File: config.mk
export PLATFORM = sky130hd
export DESIGN_NAME = io_poll_master
export DESIGN_NICKNAME = d
export VERILOG_FILES = /design/src/rtl/io_poll_master.sv
export SDC_FILE = /design/constraint.sdc
export NUM_CORES = 1
export LEC_CHECK = 0
export ABC_CLOCK_PERIOD_IN_PS = 2130
export BUFFER_PORTS_ARGS = -buffer_cell sky130_fd_sc_hd__buf_2
export CORE_AREA = 2 2 96 98
export DETAILED_ROUTE_END_ITERATION = 8
export DIE_AREA = 0 0 98 100
export HOLD_SLACK_MARGIN = 0.15
export PLACE_DENSITY = 0.63
export SETUP_SLACK_MARGIN = 0.02
export SLEW_MARGIN = 20
export SYNTH_ARGS = -nofsm -noshare
export SYNTH_HDL_FRONTEND = slang
export SYNTH_SLANG_ARGS = --single-unit
File: constraint.sdc
create_clock -name clk -period 2.13 [get_ports clk]
set_input_delay 0 -clock clk [delete_from_list [all_inputs] [get_ports clk]]
set_output_delay 0 -clock clk [all_outputs]
set_load 0.03 [all_outputs]
File: src/rtl/io_poll_master.sv
// Bus master: polls a status register until ready, reads two switch bytes,
// and writes their sum to the LED register, aborting after too many polls.
module io_poll_master #(
    parameter int POLL_INTERVAL = 4,
    parameter int TIMEOUT_POLLS = 1024
) (
    input  logic        clk,
    input  logic        reset,
    input  logic        start,
    output logic        busy,
    output logic        done,
    output logic        timeout_err,
    output logic [11:0] result,
    output logic        pread,
    output logic        pwrite,
    output logic [1:0]  addr,
    output logic [11:0] pwritedata,
    input  logic [31:0] preaddata
);

    typedef enum logic [2:0] {
        S_IDLE,
        S_POLL_RD,
        S_POLL_WAIT,
        S_RD_HI,
        S_RD_LO,
        S_WR_LED,
        S_DONE,
        S_ERR
    } state_t;

    localparam logic [7:0]  GAP_LOAD = 8'(POLL_INTERVAL - 1);
    localparam logic [15:0] POLL_LAST = 16'(TIMEOUT_POLLS - 1);

    localparam logic [1:0] A_STAT = 2'b00;
    localparam logic [1:0] A_LED  = 2'b01;
    localparam logic [1:0] A_SWLO = 2'b10;
    localparam logic [1:0] A_SWHI = 2'b11;

    state_t      state_q;
    logic        busy_q;
    logic        done_q;
    logic        err_q;
    logic [11:0] result_q;
    logic        pread_q;
    logic        pwrite_q;
    logic [1:0]  addr_q;
    logic [11:0] wdata_q;
    logic [7:0]  hi_q;
    logic [7:0]  lo_q;
    logic [15:0] poll_cnt_q;
    logic [7:0]  gap_q;
    logic [8:0]  sum_d;
    logic        unused_bits;

    // lo is consumed straight off the bus so the sum is ready in WR_LED
    assign sum_d = {1'b0, hi_q} + {1'b0, preaddata[7:0]};
    assign unused_bits = ^{preaddata[31:8], lo_q};

    // Outputs are registered from the state being entered
    always_ff @(posedge clk) begin
        if (reset) begin
            state_q    <= S_IDLE;
            busy_q     <= 1'b0;
            done_q     <= 1'b0;
            err_q      <= 1'b0;
            result_q   <= '0;
            pread_q    <= 1'b0;
            pwrite_q   <= 1'b0;
            addr_q     <= A_STAT;
            wdata_q    <= '0;
            hi_q       <= '0;
            lo_q       <= '0;
            poll_cnt_q <= '0;
            gap_q      <= '0;
        end else begin
            pread_q  <= 1'b0;
            pwrite_q <= 1'b0;
            addr_q   <= A_STAT;
            wdata_q  <= '0;
            done_q   <= 1'b0;
            busy_q   <= 1'b1;
            unique case (state_q)
                S_IDLE: begin
                    busy_q <= 1'b0;
                    if (start) begin
                        state_q    <= S_POLL_RD;
                        err_q      <= 1'b0;
                        poll_cnt_q <= '0;
                        pread_q    <= 1'b1;
                        busy_q     <= 1'b1;
                    end
                end
                S_POLL_RD: begin
                    if (preaddata[1]) begin
                        state_q <= S_RD_HI;
                        pread_q <= 1'b1;
                        addr_q  <= A_SWHI;
                    end else if (poll_cnt_q == POLL_LAST) begin
                        state_q <= S_ERR;
                        done_q  <= 1'b1;
                        err_q   <= 1'b1;
                    end else begin
                        state_q    <= S_POLL_WAIT;
                        poll_cnt_q <= poll_cnt_q + 16'd1;
                        gap_q      <= GAP_LOAD;
                    end
                end
                S_POLL_WAIT: begin
                    if (gap_q == 8'd0) begin
                        state_q <= S_POLL_RD;
                        pread_q <= 1'b1;
                    end else begin
                        gap_q <= gap_q - 8'd1;
                    end
                end
                S_RD_HI: begin
                    hi_q    <= preaddata[7:0];
                    state_q <= S_RD_LO;
                    pread_q <= 1'b1;
                    addr_q  <= A_SWLO;
                end
                S_RD_LO: begin
                    lo_q     <= preaddata[7:0];
                    state_q  <= S_WR_LED;
                    pwrite_q <= 1'b1;
                    addr_q   <= A_LED;
                    wdata_q  <= {3'b000, sum_d};
                    result_q <= {3'b000, sum_d};
                end
                S_WR_LED: begin
                    state_q <= S_DONE;
                    done_q  <= 1'b1;
                end
                S_DONE, S_ERR: begin
                    state_q <= S_IDLE;
                    busy_q  <= 1'b0;
                end
                default: begin
                    state_q <= S_IDLE;
                    busy_q  <= 1'b0;
                end
            endcase
        end
    end

    assign busy        = busy_q;
    assign done        = done_q;
    assign timeout_err = err_q;
    assign result      = result_q;
    assign pread       = pread_q;
    assign pwrite      = pwrite_q;
    assign addr        = addr_q;
    assign pwritedata  = wdata_q;

endmodule

==> summary.txt, run 1 <==
Worst-path clk slew -> 0.07 ns
Final period util -> 95.98%
Ys Warns -> 0
total global routing overflow -> 0
Setup-failing EPs final -> 0
DIE HEIGHT -> 100 um
total power -> 0.002870 W
antenna viol nets, final -> 0
Clk pwr share -> 41.7%
Inst Count DP -> 473
initial antenna violation count -> 0
H-tree levels -> 3
vias in the first global route -> 2430
Arr. time, crit path -> 2.32 ns
top cell type's share of synthesized area -> 40.37%
dominant cells by area after synthesis -> dfxtp_1, nor2_1, ha_1
maxcap violations -> 0
Detailed Place HPWL -> 4.938 mm
Routed WL -> 6.778 mm
Final min period -> 2.044 ns
Hold Path Depth -> 1
net switching share of the total power -> 26.89%
Max Clk Rate -> 0.4891 GHz
layout cells sized above 1 -> 21.45%
DR WL/cell -> 13.61 um
outcome -> finished, final reports clean
Finished Core Util -> 40.90%
DIE AREA -> 0.009800 sq mm
I/O Pins -> 66
Rows -> 35
Flop pwr share -> 41.8%
sequential-to-total area share from yosys stat -> 40.37%
CP Launch Type -> flop
PD cells -> 789.5 mW/mm^2
die extent in x -> 98 um
drt pass-1 iters -> 4
setup_tns -> 0 ns
Starting Density -> 33.47%
Switch Pwr -> 0.0007720 W
vias -> 2581
post-DR vias/cell -> 5.183
final net count -> 429
gr usage total -> 14.38%
Core ar. -> 0.008890 sq mm
area of the multi-input gates -> 0.001649 sq mm
first-pass GRT wire length -> 11.47 mm
area grow syn2layout -> 22.20%
FF-to-FF setup slack -> 0.09 ns
worst min-delay path class -> flop to flop
EDFF count, synth -> 0
clk_skew -> 0.01197 ns
max-slew violation count -> 0
Comb pwr share -> 16.4%
most common cell after layout, fill and taps aside -> dfxtp_1
Port Buffers -> 35
clk sinks -> 60
largest net degree at the start of global routing -> 27
CP Capture Type -> flop
Synth area leader -> dfxtp_1
Netlist Area Pre-Place -> 0.002975 sq mm
RSZ-0062 raised after global routing -> false
routability cong. -> 0.8564
worst vdd ir -> 0.0002524 V
register area -> 0.001204 sq mm
Rel. slew slack -> 38.57%
diodes inserted -> 0
initial drt markers -> 142
cell count after synthesis -> 327
final count of hold timing violations -> 0
Cell variety after synth -> 62
Layout Cells excl Fill -> 498
Async S/R FF share, synth -> 0%
mean post-synth cell area -> 9.099 sq um
postcts setup bufs -> 0
fillers -> 878
number of buffers created by CTS -> 9
CTS root buffer -> clkbuf_8
register bit total from synthesis -> 60
most frequent cells in the layout -> dfxtp_1, nor2_1, buf_2
Remaining DRCs -> 0
CTS tree -> built
worst-skew pair later-pin latency -> 0.34 ns
Slew @ Worst Pin -> 0.9215 ns
Crit Path Category -> flop to flop
R2R depth -> 7
Leak -> 1.574 nW
worst-path maximum fanout -> 7
maximum clock insertion buffer count -> 2
Primary FF master, synth -> dfxtp_1
Int Power -> 0.002098 W
CP required -> 2.41 ns
layer usage:
layer,wire length (um),GRT usage [%]
met1,3136,18.51
met2,3285,23.60
met3,269,2.577
met4,86,6.517
met5,0,0
Yosys cell counts, types with 2 or more instances:
cell type  number
nor2b_1         3
o21ai_0        20
mux2i_1         8
ha_1           10
or4_1           5
nor3_1         11
inv_1          10
nor2_1         35
nand4_1         6
nor3b_1         2
dfxtp_1        60
o31a_1          2
nand3_1        16
nand2_1        14
nand4b_1        4
nor4_1          4
a311oi_1        4
a21o_1          6
clkbuf_1        7
o21ai_1         2
a21oi_1        15
or3_1           3
nand3b_1        4
and3_1          6
a211oi_1        5
and2_1          2
buf_4           6
o311ai_0        2
nor4_2          2
and4_1          3
clkbuf_8        4
o21a_1          4
a31oi_1         8
xnor2_1         2
nand2b_1        5
cell families after synthesis:
group	count (synthesis)	share of synthesized area, %
AND/OR/NAND/NOR	133	25.74
AO/OA/AOI/OAI	82	19.01
flip-flops	60	40.37
buffers and inverters	28	5.929
adder cells (fa/ha/maj)	11	4.878
multiplexers	9	3.070
XOR/XNOR	3	0.8833
other	1	0.1260
flip-flops by register name (all words and copies together), names as in the netlist:
signal / flops
addr: 2
busy: 1
done: 1
gap_q: 8
hi_q: 8
poll_cnt_q: 16
pread: 1
pwrite: 1
pwritedata: 9
result: 9
state_q: 3
timeout_err: 1
per-stage QoR:
step | instance area, sq um | setup slack [ns] | hold slack, ns
2_1_floorplan | 2994 | 0.2112 | 0.1405
3_3_place_gp | 3267 | 0.1106 | 0.2478
3_5_place_dp | 3267 | 0.08279 | 0.2682
4_1_cts | 3601 | 0.04629 | 0.4468
5_1_grt | 3636 | 0.01130 | 0.4727
6_report | 3636 | 0.08563 | 0.4501
critical path, cell delays in order, from the launching register on:
cell and delay (ns):
dfxtp_2 0.35, inv_2 0.07, ha_4 0.15, or4b_4 0.51, o41ai_4 0.41, o21ai_4 0.17, a21boi_1 0.18, nor3_2 0.14
path summary, 6_finish.rpt:
path                                              from                endpoint
worst min register to register  result[1]$_SDFFE_PP0P_  result[1]$_SDFFE_PP0P_
worst max register to register   gap_q[0]$_SDFFE_PP0P_   gap_q[6]$_SDFFE_PP0P_
worst min-delay path            result[1]$_SDFFE_PP0P_  result[1]$_SDFFE_PP0P_
worst max-delay path             gap_q[0]$_SDFFE_PP0P_   gap_q[6]$_SDFFE_PP0P_
timing repair:
action,4_1_cts,5_1_grt
setup endpoints to repair,0,6
hold buffers,10,0
gates resized for setup,0,9
endpoints found under the hold margin,27,0
final cells by class:
type | instances | area share [%]
clock buffers | 12 | 4.542
flip-flops and latches | 60 | 33.10
multi-input cells | 244 | 45.35
clock inverters | 3 | 1.893
inverters | 10 | 1.032
repair buffers | 58 | 10.25
well taps | 111 | 3.820
power groups by stage:
stage,clock network (W),logic (W),registers [W]
CTS,0.00122,0.000452,0.00120
finish,0.00120,0.000472,0.00120
global route,0.00127,0.000522,0.00121
detailed placement,0,0.000435,0.00122
global placement,0,0.000426,0.00122
floorplan,0,0.000324,0.00123
No activity file was read; power rests on OpenSTA's default activity.
==> run 2, diff against run 1 <==
==> constraint.sdc (replaced) <==
create_clock -name clk -period 2.13 [get_ports clk]
set_input_delay 0.426 -clock clk [delete_from_list [all_inputs] [get_ports clk]]
set_output_delay 0.426 -clock clk [all_outputs]
set_load 0.03 [all_outputs]
==> summary.txt, run 2 (synthesis gave the netlist of run 1 again) <==
outcome -> finished, final reports clean
Worst-path clk slew -> 0.07 ns
layout cells sized above 1 -> 21.73%
hold_buf cts -> 0
worst vdd ir -> 0.0002719 V
Remaining DRCs -> 0
worst-path maximum fanout -> 5
CP Launch Type -> flop
area grow syn2layout -> 17.75%
DR WL/cell -> 13.46 um
routability cong. -> 0.8184
DIE HEIGHT -> 100 um
first-pass GRT wire length -> 11.43 mm
CP required -> 2.36 ns
CTS root buffer -> clkbuf_8
final net count -> 423
initial antenna violation count -> 0
total global routing overflow -> 0
max-slew violation count -> 0
register area -> 0.001202 sq mm
Max Clk Rate -> 0.4931 GHz
net switching share of the total power -> 29.48%
RSZ-0062 raised after global routing -> false
Setup-failing EPs final -> 0
Final WS setup -> 0.1022 ns
CTS tree -> built
Flop pwr share -> 44.8%
Crit Path Category -> flop to flop
total power -> 0.002676 W
die extent in x -> 98 um
Leak -> 1.525 nW
Int Power -> 0.001887 W
fillers -> 887
Detailed Place HPWL -> 4.928 mm
hold slack -> 0.3381 ns
maxcap violations -> 0
Arr. time, crit path -> 2.26 ns
vias in the first global route -> 2407
Clk pwr share -> 37.8%
worst slack, placed -> 0.07951 ns
Switch Pwr -> 0.0007890 W
Rows -> 35
most frequent cells in the layout -> dfxtp_1, nor2_1, buf_2
maximum clock insertion buffer count -> 2
I/O Pins -> 66
Rel. slew slack -> 46.18%
Port Buffers -> 35
largest net degree at the start of global routing -> 21
worst-skew pair later-pin latency -> 0.34 ns
vias -> 2575
Final min period -> 2.028 ns
drt pass-1 iters -> 4
diodes inserted -> 0
Comb pwr share -> 17.4%
DIE AREA -> 0.009800 sq mm
clk sinks -> 60
Starting Density -> 33.47%
Slew @ Worst Pin -> 0.8073 ns
Layout Cells excl Fill -> 493
PD cells -> 763.9 mW/mm^2
Core ar. -> 0.008890 sq mm
antenna viol nets, final -> 0
Top reg by flops -> poll_cnt_q
setup_tns -> 0 ns
worst min-delay path class -> primary input to flop
final count of hold timing violations -> 0
H-tree levels -> 3
Inst Count DP -> 476
CP Capture Type -> flop
initial drt markers -> 110
post-DR vias/cell -> 5.223
most common cell after layout, fill and taps aside -> dfxtp_1
number of buffers created by CTS -> 9
gr usage total -> 14.28%
max reg flops -> 16
Final period util -> 95.20%
area of the multi-input gates -> 0.001629 sq mm
Routed WL -> 6.634 mm
clk_skew -> 0.005244 ns
[run 2: cell count changes in the layout (fill, tap and decap cells not counted), sizes merged]
cell	before	now
dlygate4sd3	10	0
buf	48	52
clkinv	1	4
clkbuf	12	10
bufinv	2	1
clkinvlp	0	1
[run 2: what timing repair did]
item                                    4_1_cts  5_1_grt
resized for setup                             1        3
cloned                                        0        0
endpoints found under the setup margin        1        1
buffers inserted                              1        0
[run 2: area by class of cell]
class                   instances  share of cell area [%]
well taps                     111                   3.964
clock buffers                  10                   3.643
inverters                      10                   1.071
multi-input cells             244                   46.50
clock inverters                 6                   1.857
flip-flops and latches         60                   34.32
repair buffers                 52                   8.643
[run 2: path summary, 6_finish.rpt]
check	from	to	slack, ns	cells past startpoint
worst max-delay path	gap_q[1]$_SDFFE_PP0P_	gap_q[4]$_SDFFE_PP0P_	0.10	7
worst min-delay path	preaddata[2]	hi_q[2]$_SDFFE_PP0P_	0.34	3
worst max register to register	gap_q[1]$_SDFFE_PP0P_	gap_q[4]$_SDFFE_PP0P_	0.10	7
worst min register to register	result[1]$_SDFFE_PP0P_	result[1]$_SDFFE_PP0P_	0.45	1
[run 2: power by group through the flow]
stage | clock network [W] | logic, W | registers [W]
2_1_floorplan | 0 | 0.000324 | 0.00123
3_3_place_gp | 0 | 0.000436 | 0.00122
3_5_place_dp | 0 | 0.000442 | 0.00122
5_1_grt | 0.00110 | 0.000518 | 0.00120
6_report | 0.00101 | 0.000465 | 0.00120
4_1_cts | 0.00104 | 0.000458 | 0.00120
[run 2: routing by layer]
layer  GRT usage (%)  share of wire [%]  wire length [um]  vias to the layer above
met1           18.56                 48              3154                     1198
met4           6.090                1.6               108                        0
li1                -                  -                 -                     1315
met3           3.134                3.9               260                        9
met5               0                  0                 0                        -
met2           22.97                 47              3111                       53
[run 2: critical path, stage by stage (launching register included)]
cell and delay, ns:
dfxtp_1 0.33, inv_1 0.09, ha_4 0.15, or4b_4 0.50, o41a_4 0.40, and3_1 0.20, a31oi_1 0.18, nor2_1 0.06
[run 2: per-stage QoR]
step           cell area [sq um]  util, %
5_1_grt                     3503    39.41
3_5_place_dp                3289    37.00
6_report                    3503    39.41
3_3_place_gp                3289    37.00
4_1_cts                     3492    39.28
2_1_floorplan               2994        -
